## config.mk

```make
export PLATFORM = sky130hd
export DESIGN_NAME = multicycle_control
export DESIGN_NICKNAME = d
export VERILOG_FILES = /design/src/rtl/multicycle_pkg.sv /design/src/rtl/multicycle_control_imm_src_decoder.sv /design/src/rtl/multicycle_control.sv
export SDC_FILE = /design/constraint.sdc
export NUM_CORES = 1
export LEC_CHECK = 0
export BUFFER_PORTS_ARGS = -buffer_cell sky130_fd_sc_hd__buf_4
export CORE_MARGIN = 8
export CORE_UTILIZATION = 45
export DETAILED_ROUTE_END_ITERATION = 10
export GPL_TIMING_DRIVEN = 1
export PLACE_DENSITY = 0.72
export SLEW_MARGIN = 0
export SYNTH_ARGS = -nofsm -noshare
export SYNTH_HDL_FRONTEND = slang
export SYNTH_HIERARCHICAL = 1
export SYNTH_SLANG_ARGS = --single-unit
```

## constraint.sdc

```tcl
create_clock -name clk -period 1.9 [get_ports clk]
set_input_delay 0.095 -clock clk [delete_from_list [all_inputs] [get_ports clk]]
set_output_delay 0.095 -clock clk [all_outputs]
set_load 0.01 [all_outputs]
```

## src/rtl/multicycle_pkg.sv

```systemverilog
// Shared types and encodings for the multicycle RV32I control unit.
// The state_ctrl function maps each state to its Moore control word.
package multicycle_pkg;

    typedef enum logic [3:0] {
        S_FETCH    = 4'd0,
        S_DECODE   = 4'd1,
        S_MEMADR   = 4'd2,
        S_MEMREAD  = 4'd3,
        S_MEMWB    = 4'd4,
        S_MEMWRITE = 4'd5,
        S_EXECR    = 4'd6,
        S_EXECI    = 4'd7,
        S_ALUWB    = 4'd8,
        S_BEQ      = 4'd9,
        S_JAL      = 4'd10,
        S_JALR1    = 4'd11,
        S_JALR2    = 4'd12,
        S_LUI      = 4'd13,
        S_AUIPC    = 4'd14,
        S_ILLEGAL  = 4'd15
    } state_t;

    localparam logic [6:0] OP_LOAD   = 7'b0000011;
    localparam logic [6:0] OP_STORE  = 7'b0100011;
    localparam logic [6:0] OP_RTYPE  = 7'b0110011;
    localparam logic [6:0] OP_ITYPE  = 7'b0010011;
    localparam logic [6:0] OP_BRANCH = 7'b1100011;
    localparam logic [6:0] OP_JAL    = 7'b1101111;
    localparam logic [6:0] OP_JALR   = 7'b1100111;
    localparam logic [6:0] OP_LUI    = 7'b0110111;
    localparam logic [6:0] OP_AUIPC  = 7'b0010111;

    localparam logic [1:0] RES_ALUOUT    = 2'b00;
    localparam logic [1:0] RES_DATA      = 2'b01;
    localparam logic [1:0] RES_ALURESULT = 2'b10;

    localparam logic [1:0] SRCA_PC    = 2'b00;
    localparam logic [1:0] SRCA_OLDPC = 2'b01;
    localparam logic [1:0] SRCA_RS1   = 2'b10;
    localparam logic [1:0] SRCA_ZERO  = 2'b11;

    localparam logic [1:0] SRCB_RS2  = 2'b00;
    localparam logic [1:0] SRCB_IMM  = 2'b01;
    localparam logic [1:0] SRCB_FOUR = 2'b10;

    localparam logic [1:0] ALUOP_ADD   = 2'b00;
    localparam logic [1:0] ALUOP_SUB   = 2'b01;
    localparam logic [1:0] ALUOP_FUNCT = 2'b10;

    localparam logic [2:0] IMM_I = 3'b000;
    localparam logic [2:0] IMM_S = 3'b001;
    localparam logic [2:0] IMM_B = 3'b010;
    localparam logic [2:0] IMM_J = 3'b011;
    localparam logic [2:0] IMM_U = 3'b100;

    typedef struct packed {
        logic       pc_update;
        logic       branch;
        logic       adr_src;
        logic       ir_write;
        logic       mem_write;
        logic       reg_write;
        logic       mem_req;
        logic       illegal_op;
        logic [1:0] result_src;
        logic [1:0] alu_src_a;
        logic [1:0] alu_src_b;
        logic [1:0] alu_op;
    } ctrl_t;

    function automatic ctrl_t state_ctrl(state_t s);
        ctrl_t c;
        c = '0;
        case (s)
            S_FETCH: begin
                c.ir_write   = 1'b1;
                c.pc_update  = 1'b1;
                c.mem_req    = 1'b1;
                c.alu_src_a  = SRCA_PC;
                c.alu_src_b  = SRCB_FOUR;
                c.result_src = RES_ALURESULT;
            end
            S_DECODE:   begin c.alu_src_a = SRCA_OLDPC; c.alu_src_b = SRCB_IMM; end
            S_MEMADR:   begin c.alu_src_a = SRCA_RS1;   c.alu_src_b = SRCB_IMM; end
            S_MEMREAD:  begin c.adr_src = 1'b1; c.mem_req = 1'b1; end
            S_MEMWB:    begin c.result_src = RES_DATA; c.reg_write = 1'b1; end
            S_MEMWRITE: begin c.adr_src = 1'b1; c.mem_write = 1'b1; c.mem_req = 1'b1; end
            S_EXECR: begin
                c.alu_src_a = SRCA_RS1; c.alu_src_b = SRCB_RS2; c.alu_op = ALUOP_FUNCT;
            end
            S_EXECI: begin
                c.alu_src_a = SRCA_RS1; c.alu_src_b = SRCB_IMM; c.alu_op = ALUOP_FUNCT;
            end
            S_ALUWB:    begin c.reg_write = 1'b1; c.result_src = RES_ALUOUT; end
            S_BEQ: begin
                c.alu_src_a = SRCA_RS1; c.alu_src_b = SRCB_RS2; c.alu_op = ALUOP_SUB;
                c.branch    = 1'b1;     c.result_src = RES_ALUOUT;
            end
            S_JAL, S_JALR2: begin
                c.alu_src_a = SRCA_OLDPC; c.alu_src_b = SRCB_FOUR;
                c.result_src = RES_ALUOUT; c.pc_update = 1'b1;
            end
            S_JALR1:    begin c.alu_src_a = SRCA_RS1;   c.alu_src_b = SRCB_IMM; end
            S_LUI:      begin c.alu_src_a = SRCA_ZERO;  c.alu_src_b = SRCB_IMM; end
            S_AUIPC:    begin c.alu_src_a = SRCA_OLDPC; c.alu_src_b = SRCB_IMM; end
            S_ILLEGAL:  c.illegal_op = 1'b1;
            default:    c = '0;
        endcase
        return c;
    endfunction

endpackage

```

## src/rtl/multicycle_control_imm_src_decoder.sv

```systemverilog
// Combinational opcode to immediate-format select; shared with the pipelined core.
module imm_src_decoder
    import multicycle_pkg::*;
(
    input  logic [6:0] i_op,
    output logic [2:0] o_imm_src
);

    always_comb begin
        o_imm_src = IMM_I;
        case (i_op)
            OP_LOAD, OP_ITYPE, OP_JALR: o_imm_src = IMM_I;
            OP_STORE:                   o_imm_src = IMM_S;
            OP_BRANCH:                  o_imm_src = IMM_B;
            OP_JAL:                     o_imm_src = IMM_J;
            OP_LUI, OP_AUIPC:           o_imm_src = IMM_U;
            default:                    o_imm_src = IMM_I;
        endcase
    end

endmodule

```

## src/rtl/multicycle_control.sv

```systemverilog
// Multicycle RV32I control FSM: sequences fetch/decode/execute through a shared
// ALU and unified memory, with optional memory wait states and illegal-op trap.
module multicycle_control
    import multicycle_pkg::*;
#(
    parameter int MEM_HANDSHAKE = 0,
    parameter int ILLEGAL_TRAP  = 1,
    parameter int CNT_W         = 32
) (
    input  logic             clk,
    input  logic             rst,
    input  logic [6:0]       op,
    input  logic             zero,
    input  logic             mem_ready,
    output logic             mem_req,
    output logic             PCWrite,
    output logic             AdrSrc,
    output logic             IRWrite,
    output logic             MemWrite,
    output logic             RegWrite,
    output logic [1:0]       ResultSrc,
    output logic [1:0]       ALUSrcA,
    output logic [1:0]       ALUSrcB,
    output logic [1:0]       ALUOp,
    output logic [2:0]       ImmSrc,
    output logic             illegal_op,
    output logic [CNT_W-1:0] instret
);

    localparam logic [CNT_W-1:0] CNT_ONE = {{(CNT_W-1){1'b0}}, 1'b1};

    state_t           r_state;
    state_t           w_next;
    ctrl_t            r_ctrl;
    ctrl_t            w_ctrl;
    logic [CNT_W-1:0] r_instret;
    logic             w_ready;
    logic             w_hold;
    logic             w_retire;

    imm_src_decoder u_imm_src_decoder (
        .i_op      (op),
        .o_imm_src (ImmSrc)
    );

    assign w_ready = (MEM_HANDSHAKE == 0) || mem_ready;
    assign w_hold  = !w_ready &&
                     ((r_state == S_FETCH) || (r_state == S_MEMREAD) || (r_state == S_MEMWRITE));

    always_comb begin
        w_next = r_state;
        case (r_state)
            S_FETCH:  w_next = S_DECODE;
            S_DECODE: begin
                case (op)
                    OP_LOAD, OP_STORE: w_next = S_MEMADR;
                    OP_RTYPE:          w_next = S_EXECR;
                    OP_ITYPE:          w_next = S_EXECI;
                    OP_BRANCH:         w_next = S_BEQ;
                    OP_JAL:            w_next = S_JAL;
                    OP_JALR:           w_next = S_JALR1;
                    OP_LUI:            w_next = S_LUI;
                    OP_AUIPC:          w_next = S_AUIPC;
                    default: begin
                        if (ILLEGAL_TRAP != 0) w_next = S_ILLEGAL;
                        else                   w_next = S_FETCH;
                    end
                endcase
            end
            S_MEMADR: begin
                if (op == OP_STORE) w_next = S_MEMWRITE;
                else                w_next = S_MEMREAD;
            end
            S_MEMREAD:                            w_next = S_MEMWB;
            S_EXECR, S_EXECI, S_JAL, S_JALR2,
            S_LUI, S_AUIPC:                       w_next = S_ALUWB;
            S_JALR1:                              w_next = S_JALR2;
            default:                              w_next = S_FETCH;
        endcase
        if (w_hold) w_next = r_state;
    end

    // A silent DECODE->FETCH (trap disabled) still counts as a retirement.
    assign w_retire = (w_next == S_FETCH) && (r_state != S_FETCH) && (r_state != S_ILLEGAL);

    always_ff @(posedge clk) begin
        if (rst) begin
            r_state   <= S_FETCH;
            r_ctrl    <= state_ctrl(S_FETCH);
            r_instret <= '0;
        end else begin
            r_state <= w_next;
            r_ctrl  <= state_ctrl(w_next);
            if (w_retire) r_instret <= r_instret + CNT_ONE;
        end
    end

    // Side-effecting strobes fire only on the cycle the memory completes.
    always_comb begin
        w_ctrl = r_ctrl;
        if (rst) begin
            w_ctrl            = state_ctrl(S_FETCH);
            w_ctrl.pc_update  = 1'b0;
            w_ctrl.branch     = 1'b0;
            w_ctrl.ir_write   = 1'b0;
            w_ctrl.mem_write  = 1'b0;
            w_ctrl.reg_write  = 1'b0;
            w_ctrl.mem_req    = 1'b0;
            w_ctrl.illegal_op = 1'b0;
        end else if (w_hold) begin
            w_ctrl.pc_update = 1'b0;
            w_ctrl.ir_write  = 1'b0;
            w_ctrl.mem_write = 1'b0;
        end
    end

    assign mem_req    = w_ctrl.mem_req;
    assign PCWrite    = w_ctrl.pc_update | (w_ctrl.branch & zero);
    assign AdrSrc     = w_ctrl.adr_src;
    assign IRWrite    = w_ctrl.ir_write;
    assign MemWrite   = w_ctrl.mem_write;
    assign RegWrite   = w_ctrl.reg_write;
    assign ResultSrc  = w_ctrl.result_src;
    assign ALUSrcA    = w_ctrl.alu_src_a;
    assign ALUSrcB    = w_ctrl.alu_src_b;
    assign ALUOp      = w_ctrl.alu_op;
    assign illegal_op = w_ctrl.illegal_op;
    assign instret    = r_instret;

endmodule
```

==> qor_table.md, run 1 <==
| Item | Reported | Unit |
|:---|:---|:---|
| Final Max Tran Viols | 0 | - |
| Number of enable flip-flop cells after synthesis | 0 | - |
| Sinks on Clock Net | 51 | - |
| Height of the die | 90.9 | µm |
| Part of the total power dissipated in sequential elements | 34.9 | % |
| Die Wd | 90.9 | µm |
| Net switching power figure | 1270 | µW |
| Total core area | 5470 | µm² |
| Yosys Warn Count | 6 | - |
| Start point of the critical path | instret[6] | - |
| R2R Path Start | instret[6] | - |
| Proportion of power drawn by the clock network | 18.3 | % |
| Power density over the cells | 1060 | nW/µm² |
| Hold-fix buffers at CTS | 0 | - |
| DRT antenna net count | 0 | - |
| Met3 wire len | 306 | µm |
| Reg clk slew, reported paths | 0.09 | ns |
| Cell Chain, Critical Path | and4_1, nand3_1, or4_4, or3_1, a21oi_1 | - |
| Routed length on met1 | 2750 | µm |
| Final routed DRC violation total | 0 | - |
| Number of top-level pins | 61 | - |
| Internal power summed over all cells | 2440 | µW |
| Final hold violations | 0 | - |
| Vias in the first global route | 2352 | - |
| Achievable clock frequency | 0.550 | GHz |
| Number of antenna violations at the first check in global routing | 0 | - |
| P&R area growth vs syn | 38.8 | % |
| CTS Root Cell | sky130_fd_sc_hd__clkbuf_8 | - |
| Final worst path period need | 1.82 | ns |
| Average detailed-routed wire length per instance | 13.2 | µm |
| Number of synthesized register bits | 51 | - |
| Met2 wire length | 3080 | µm |
| WS Path Type | reg2reg | - |
| Hold Startpoint | rst | - |
| Pin count of the biggest net entering global routing | 32 | - |
| # fillers | 488 | - |
| Reg area | 1030 | µm² |
| Outcome | complete, no violations | - |
| Number of max-capacitance violations reported | 0 | - |
| Required time of the critical path | 2.13 | ns |
| Clock latency reported for the late side of the worst-skew pair | 0.30 | ns |
| Multi-input gate area in the final layout | 1440 | µm² |
| Detailed placement HPWL | 4710 | µm |
| Number of CTS-inserted buffers | 5 | - |
| Unique masters post-synth | 56 | - |
| Leakage dissipation | 0.00146 | µW |
| Net switching share of the total power | 34.3 | % |
| Class of the tightest hold or removal check | in2reg | - |
| Delay contributed by the slowest stage of the critical path | 0.56 | ns |
| Commonest cells post-synth | 51 x sky130_fd_sc_hd__dfxtp_1, 38 x sky130_fd_sc_hd__nor2_1, 22 x sky130_fd_sc_hd__nand2_1, 19 x sky130_fd_sc_hd__xor2_1, 15 x sky130_fd_sc_hd__nor2b_1 | - |
| Initial Utilization | 46.1 | % |
| Proportion of netlist area held by the largest area contributor | 40.5 | % |
| Total number of vias | 2440 | - |
| GRT Total Usage | 14.6 | % |
| Setup-failing EPs final | 0 | - |
| Gp weighted congestion | 0.922 | - |
| Utilization after layout | 63.9 | % |
| Number of search-and-repair iterations in the first detailed-routing pass | 4 | - |
| Kind of end point of the critical path | flop | - |
| Crit-path max FO | 8 | - |
| Uppermost layer routed | met4 | - |
| Initial drt markers | 81 | - |
| Hold slack final | 0.170 | ns |
| Post-route clock skew | 0.00733 | ns |
| Comb power frac | 46.8 | % |
| Synthesized netlist cell count | 296 | - |
| Biggest area contributors in the synthesized netlist | sky130_fd_sc_hd__dfxtp_1 40%, sky130_fd_sc_hd__xor2_1 6.6%, sky130_fd_sc_hd__nor2_1 5.7% | - |
| Total nets after synthesis | 308 | - |
| Global-route wire length before repair | 10300 | µm |
| Max rail drop VDD | 0.000720 | V |
| Cell taking the most area after synthesis | sky130_fd_sc_hd__dfxtp_1 | - |
| Synthesized cell area | 2520 | µm² |
| CP startpoint kind | flop | - |
| Via-to-Cell Ratio | 5.17 | - |
| Total Routed Length | 6220 | µm |
| Slew @ Worst Pin | 0.420 | ns |
| Die Area | 8250 | µm² |
| GRT overflow | 0 | - |
| Share of layout cells above drive strength 1 | 34.3 | % |
| Sequential-to-total area share from yosys stat | 40.5 | % |
| Number of buffers added on ports | 59 | - |
| CTS tree | done | - |
| Critical path arrival | 2.05 | ns |
| Number of buffers on the longest clock path | 2 | - |
| Final net count | 411 | - |
| Number of levels the H-tree was split into | 2 | - |
| Mean post-synth cell area | 8.52 | µm² |
| Async SR Flop Fraction | 0 | % |
| # rows | 27 | - |
| Post-synth top flop | sky130_fd_sc_hd__dfxtp_1 | - |
| Worst slew margin relative to its limit | 71.8 | % |
| Period utilization | 95.6 | % |
| Top-count cell post-synth | sky130_fd_sc_hd__dfxtp_1 | - |
| Diodes inserted | 0 | - |
| Cell at the slowest stage of the critical path | sky130_fd_sc_hd__or4_4 | - |
-- layout by cell type, fill, tap and decap left out, drive strengths merged, types with 9 or more instances in the layout --
cell type	netlist	layout
nand2	22	22
nor2b	15	15
nand3	11	11
buf	6	107
xor2	19	19
nor2	38	38
dfxtp	51	51
a21oi	14	14
nand4	11	11
xnor2	9	9
o21ai	15	15
-- timing repair --
item                       CTS  global route
buffers inserted             0             0
setup endpoints to repair    4             4
gates resized for setup      2             7
pin swaps                    0             0
-- final cells by class --
type	instances	area share (%)
sequential	51	29.4
timing repair buffer	107	23.1
clock buffer	7	2.75
clock inverter	1	0.215
multi-input combinational	226	41.2
tap	72	2.58
inverter	8	0.858
-- metal layers --
metal  global-route usage, %  vias to the layer above
met2                    26.2                       55
met1                    16.1                     1132
met4                    4.50                        0
met3                    4.24                        9
met5                       0                        -
li1                        -                     1244
-- state kept, by name, indices dropped and copies added, names as in the netlist --
signal and cells:
instret 32, r_ctrl 15, r_state 4
-- per-stage QoR --
stage | setup slack, ns | total power, µW | setup TNS (ns) | instances | cell area [µm²]
final | 0.0828 | 3710 | 0 | 472 | 3500
after global routing | -0.00207 | 3960 | -0.00207 | 472 | 3500
after CTS | 0.00162 | 3660 | 0 | 472 | 3470
after floorplan | 0.00577 | 2320 | 0 | 296 | 2530
after detailed placement | -0.0917 | 2960 | -0.141 | 464 | 3360
after global placement | -0.0598 | 2940 | -0.0598 | 464 | 3360
-- worst paths after layout --
check	to	slack, ns	depth (start not counted)
hold / removal	instret[24]	0.17	2
setup reg to reg	instret[22]	0.08	5
setup / recovery	instret[22]	0.08	5
hold reg to reg	instret[28]	0.53	2
-- critical path: cells and delay by family (launching register included) --
| kind | cells | cell delay [ns] |
|---|---|---|
| simple gates | 4 | 1.26 |
| compound gates | 1 | 0.15 |
| flops | 1 | 0.35 |
-- logic make-up (layout without fill, tap and decap cells) --
family	after synthesis	after routing	synth area share, %
AND/OR/NAND/NOR	152	152	33.5
buffers and inverters	19	123	3.52
AO/OA/AOI/OAI	43	43	11.1
flip-flops	51	51	40.5
adder cells (fa/ha/maj)	1	1	0.496
multiplexers	2	2	0.844
XOR/XNOR	28	28	10.0
-- power groups by stage --
stage	Sequential [µW]	Clock, µW	Combinational [µW]
floorplan	1310	0	1010
global placement	1320	0	1620
detailed placement	1320	0	1640
CTS	1300	706	1660
global route	1310	737	1910
finish	1300	679	1740
(Power assumes the default switching activity.)
==> run 2: changes to the inputs <==
--- a/config.mk
+++ b/config.mk
@@ -5,12 +5,12 @@
 export SDC_FILE = /design/constraint.sdc
 export NUM_CORES = 1
 export LEC_CHECK = 0
-export BUFFER_PORTS_ARGS = -buffer_cell sky130_fd_sc_hd__buf_4
 export CORE_MARGIN = 8
 export CORE_UTILIZATION = 45
 export DETAILED_ROUTE_END_ITERATION = 10
+export DONT_BUFFER_PORTS = 1
 export GPL_TIMING_DRIVEN = 1
-export PLACE_DENSITY = 0.72
+export PLACE_DENSITY = 0.62
 export SLEW_MARGIN = 0
 export SYNTH_ARGS = -nofsm -noshare
 export SYNTH_HDL_FRONTEND = slang
==> run 2 against run 1 <==
Sequential cell count unchanged. Final area decreased by 12%. Critical endpoint is now r_ctrl[4]. Sequential share of layout area grew 4.1 points. Critical path type unchanged. Power down 5.5%.
==> qor_table.md, run 2 (synthesis results as in run 1) <==
| Item | Reported | Unit |
|:---|:---|:---|
| Outcome | complete, no violations | - |
| DRT antenna net count | 0 | - |
| Class of the tightest hold or removal check | in2reg | - |
| Number of buffers on the longest clock path | 2 | - |
| Setup-failing EPs final | 0 | - |
| Worst slew margin relative to its limit | 70.5 | % |
| Final routed DRC violation total | 0 | - |
| Finished Cell Area | 3070 | µm² |
| Number of levels the H-tree was split into | 2 | - |
| CTS tree | done | - |
| Total Routed Length | 6030 | µm |
| Proportion of power drawn by the clock network | 18.6 | % |
| Cell Chain, Critical Path | buf_4, nor2_2, buf_4, o311ai_1, a2bb2oi_2, or3_1, a21o_1, a21oi_1 | - |
| Comb power frac | 44.2 | % |
| Top Family by Delay on Critical Path | compound AO/OA/AOI/OAI gates | - |
| Post-route clock skew | 0.00693 | ns |
| Achievable clock frequency | 0.548 | GHz |
| Delay contributed by the slowest stage of the critical path | 0.36 | ns |
| Required time of the critical path | 2.15 | ns |
| # rows | 27 | - |
| CTS Root Cell | sky130_fd_sc_hd__clkbuf_8 | - |
| Sinks on Clock Net | 51 | - |
| Number of max-capacitance violations reported | 0 | - |
| Number of antenna violations at the first check in global routing | 0 | - |
| Internal power summed over all cells | 2250 | µW |
| Critical path arrival | 2.07 | ns |
| Final hold violations | 0 | - |
| Reg area | 1030 | µm² |
| CP startpoint kind | flop | - |
| Share of layout cells above drive strength 1 | 23.1 | % |
| Max rail drop VDD | 0.000773 | V |
| Net switching power figure | 1260 | µW |
| Vias in the first global route | 2118 | - |
| Commonest non-fill, non-tap cells in the layout | 47 x sky130_fd_sc_hd__dfxtp_1, 47 x sky130_fd_sc_hd__buf_4, 37 x sky130_fd_sc_hd__nor2_1 | - |
| Number of CTS-inserted buffers | 5 | - |
| Die Wd | 90.9 | µm |
| Number of buffers added on ports | 0 | - |
| Diodes inserted | 0 | - |
| Period utilization | 96.0 | % |
| Final net count | 353 | - |
| Final worst path period need | 1.82 | ns |
| Total number of vias | 2222 | - |
| Average detailed-routed wire length per instance | 14.6 | µm |
| Pin count of the biggest net entering global routing | 41 | - |
| Post-CTS setup buffer count | 0 | - |
| P&R area growth vs syn | 21.6 | % |
| Initial Utilization | 46.1 | % |
| Most repeated library cell on the critical path | sky130_fd_sc_hd__buf_4 | - |
| Height of the die | 90.9 | µm |
| Leakage dissipation | 0.00116 | µW |
| Crit-path max FO | 9 | - |
| Setup TNS Final | 0 | ns |
| Cell at the slowest stage of the critical path | sky130_fd_sc_hd__or3_1 | - |
| Slew @ Worst Pin | 0.441 | ns |
| Gp weighted congestion | 0.879 | - |
| Initial drt markers | 100 | - |
| Final Max Tran Viols | 0 | - |
| Number of top-level pins | 61 | - |
| # fillers | 500 | - |
| Clock latency reported for the late side of the worst-skew pair | 0.31 | ns |
| Instance area after placement | 2910 | µm² |
| WS Path Type | reg2reg | - |
| Reg clk slew, reported paths | 0.10 | ns |
| Total core area | 5470 | µm² |
| Die Area | 8250 | µm² |
| Detailed placement HPWL | 4430 | µm |
| Flip-flop count of the largest register, all copies and words added | 32 | - |
| Via-to-Cell Ratio | 5.37 | - |
| Global-route wire length before repair | 10100 | µm |
| Net switching share of the total power | 35.8 | % |
| Number of search-and-repair iterations in the first detailed-routing pass | 4 | - |
| Utilization after layout | 56.0 | % |
| Buffer and inverter count on the worst path | 2 | - |
| Multi-input gate area in the final layout | 1440 | µm² |
| GRT Total Usage | 14.4 | % |
| Power density over the cells | 1140 | nW/µm² |
| Part of the total power dissipated in sequential elements | 37.2 | % |
| Kind of end point of the critical path | flop | - |
| GRT overflow | 0 | - |
[run 2: cell types whose count changed in the layout (fill, tap and decap cells not counted), sizes merged]
cell | before | now
buf | 107 | 48
clkbuf | 7 | 5
clkinv | 0 | 2
inv | 8 | 9
dlygate4sd3 | 0 | 1
clkinvlp | 1 | 0
[run 2: path summary, 6_finish.rpt]
check | start | endpoint | slack (ns) | depth (start not counted)
setup / recovery | r_state[2] | r_ctrl[4] | 0.08 | 8
hold / removal | rst | r_ctrl[2] | 0.02 | 3
setup reg to reg | r_state[2] | r_ctrl[4] | 0.08 | 8
hold reg to reg | instret[26] | instret[26] | 0.58 | 2
[run 2: layout make-up]
cell class                      instances  share of cell area, %
Clock buffer                            5                   2.24
Clock inverter                          3                  0.939
Inverter                                8                  0.980
Multi-Input combinational cell        226                   46.9
Sequential cell                        51                   33.5
Tap cell                               72                   2.94
Timing Repair Buffer                   49                   12.5
[run 2: power groups by stage]
stage / Sequential [µW] / Combinational (µW) / Clock [µW]
6_report: 1310 / 1550 / 654
5_1_grt: 1330 / 1710 / 717
4_1_cts: 1300 / 1490 / 678
3_5_place_dp: 1330 / 1470 / 0
3_3_place_gp: 1320 / 1470 / 0
2_1_floorplan: 1310 / 1010 / 0
[run 2: worst min-delay path, cell delays in order]
cell and delay, ns:
sky130_fd_sc_hd__nor3_1 0.03, sky130_fd_sc_hd__nand4_1 0.09, sky130_fd_sc_hd__mux2i_1 0.07
[run 2: through the flow]
stage	setup slack (ns)	instances	power (µW)	hold WS, ns
floorplan	0.00577	296	2320	0.207
global placement	0.00962	404	2790	0.172
detailed placement	0.0182	404	2790	0.175
CTS	0.0593	414	3470	0.0130
global route	-0.00928	414	3750	0.0361
finish	0.0752	414	3510	0.0229
[run 2: routing by layer]
metal	routed length, µm	global-route usage [%]	vias to the layer above
met5	0	0	-
met4	46	4.23	0
met3	476	5.82	5
met2	3000	24.9	52
met1	2510	15.6	1038
li1	-	-	1127
[run 2: what timing repair did]
action | CTS | global route
endpoints found under the setup margin | 1 | 6
resized for setup | 1 | 6
hold endpoints to repair | 40 | 0
hold buffers | 2 | 0
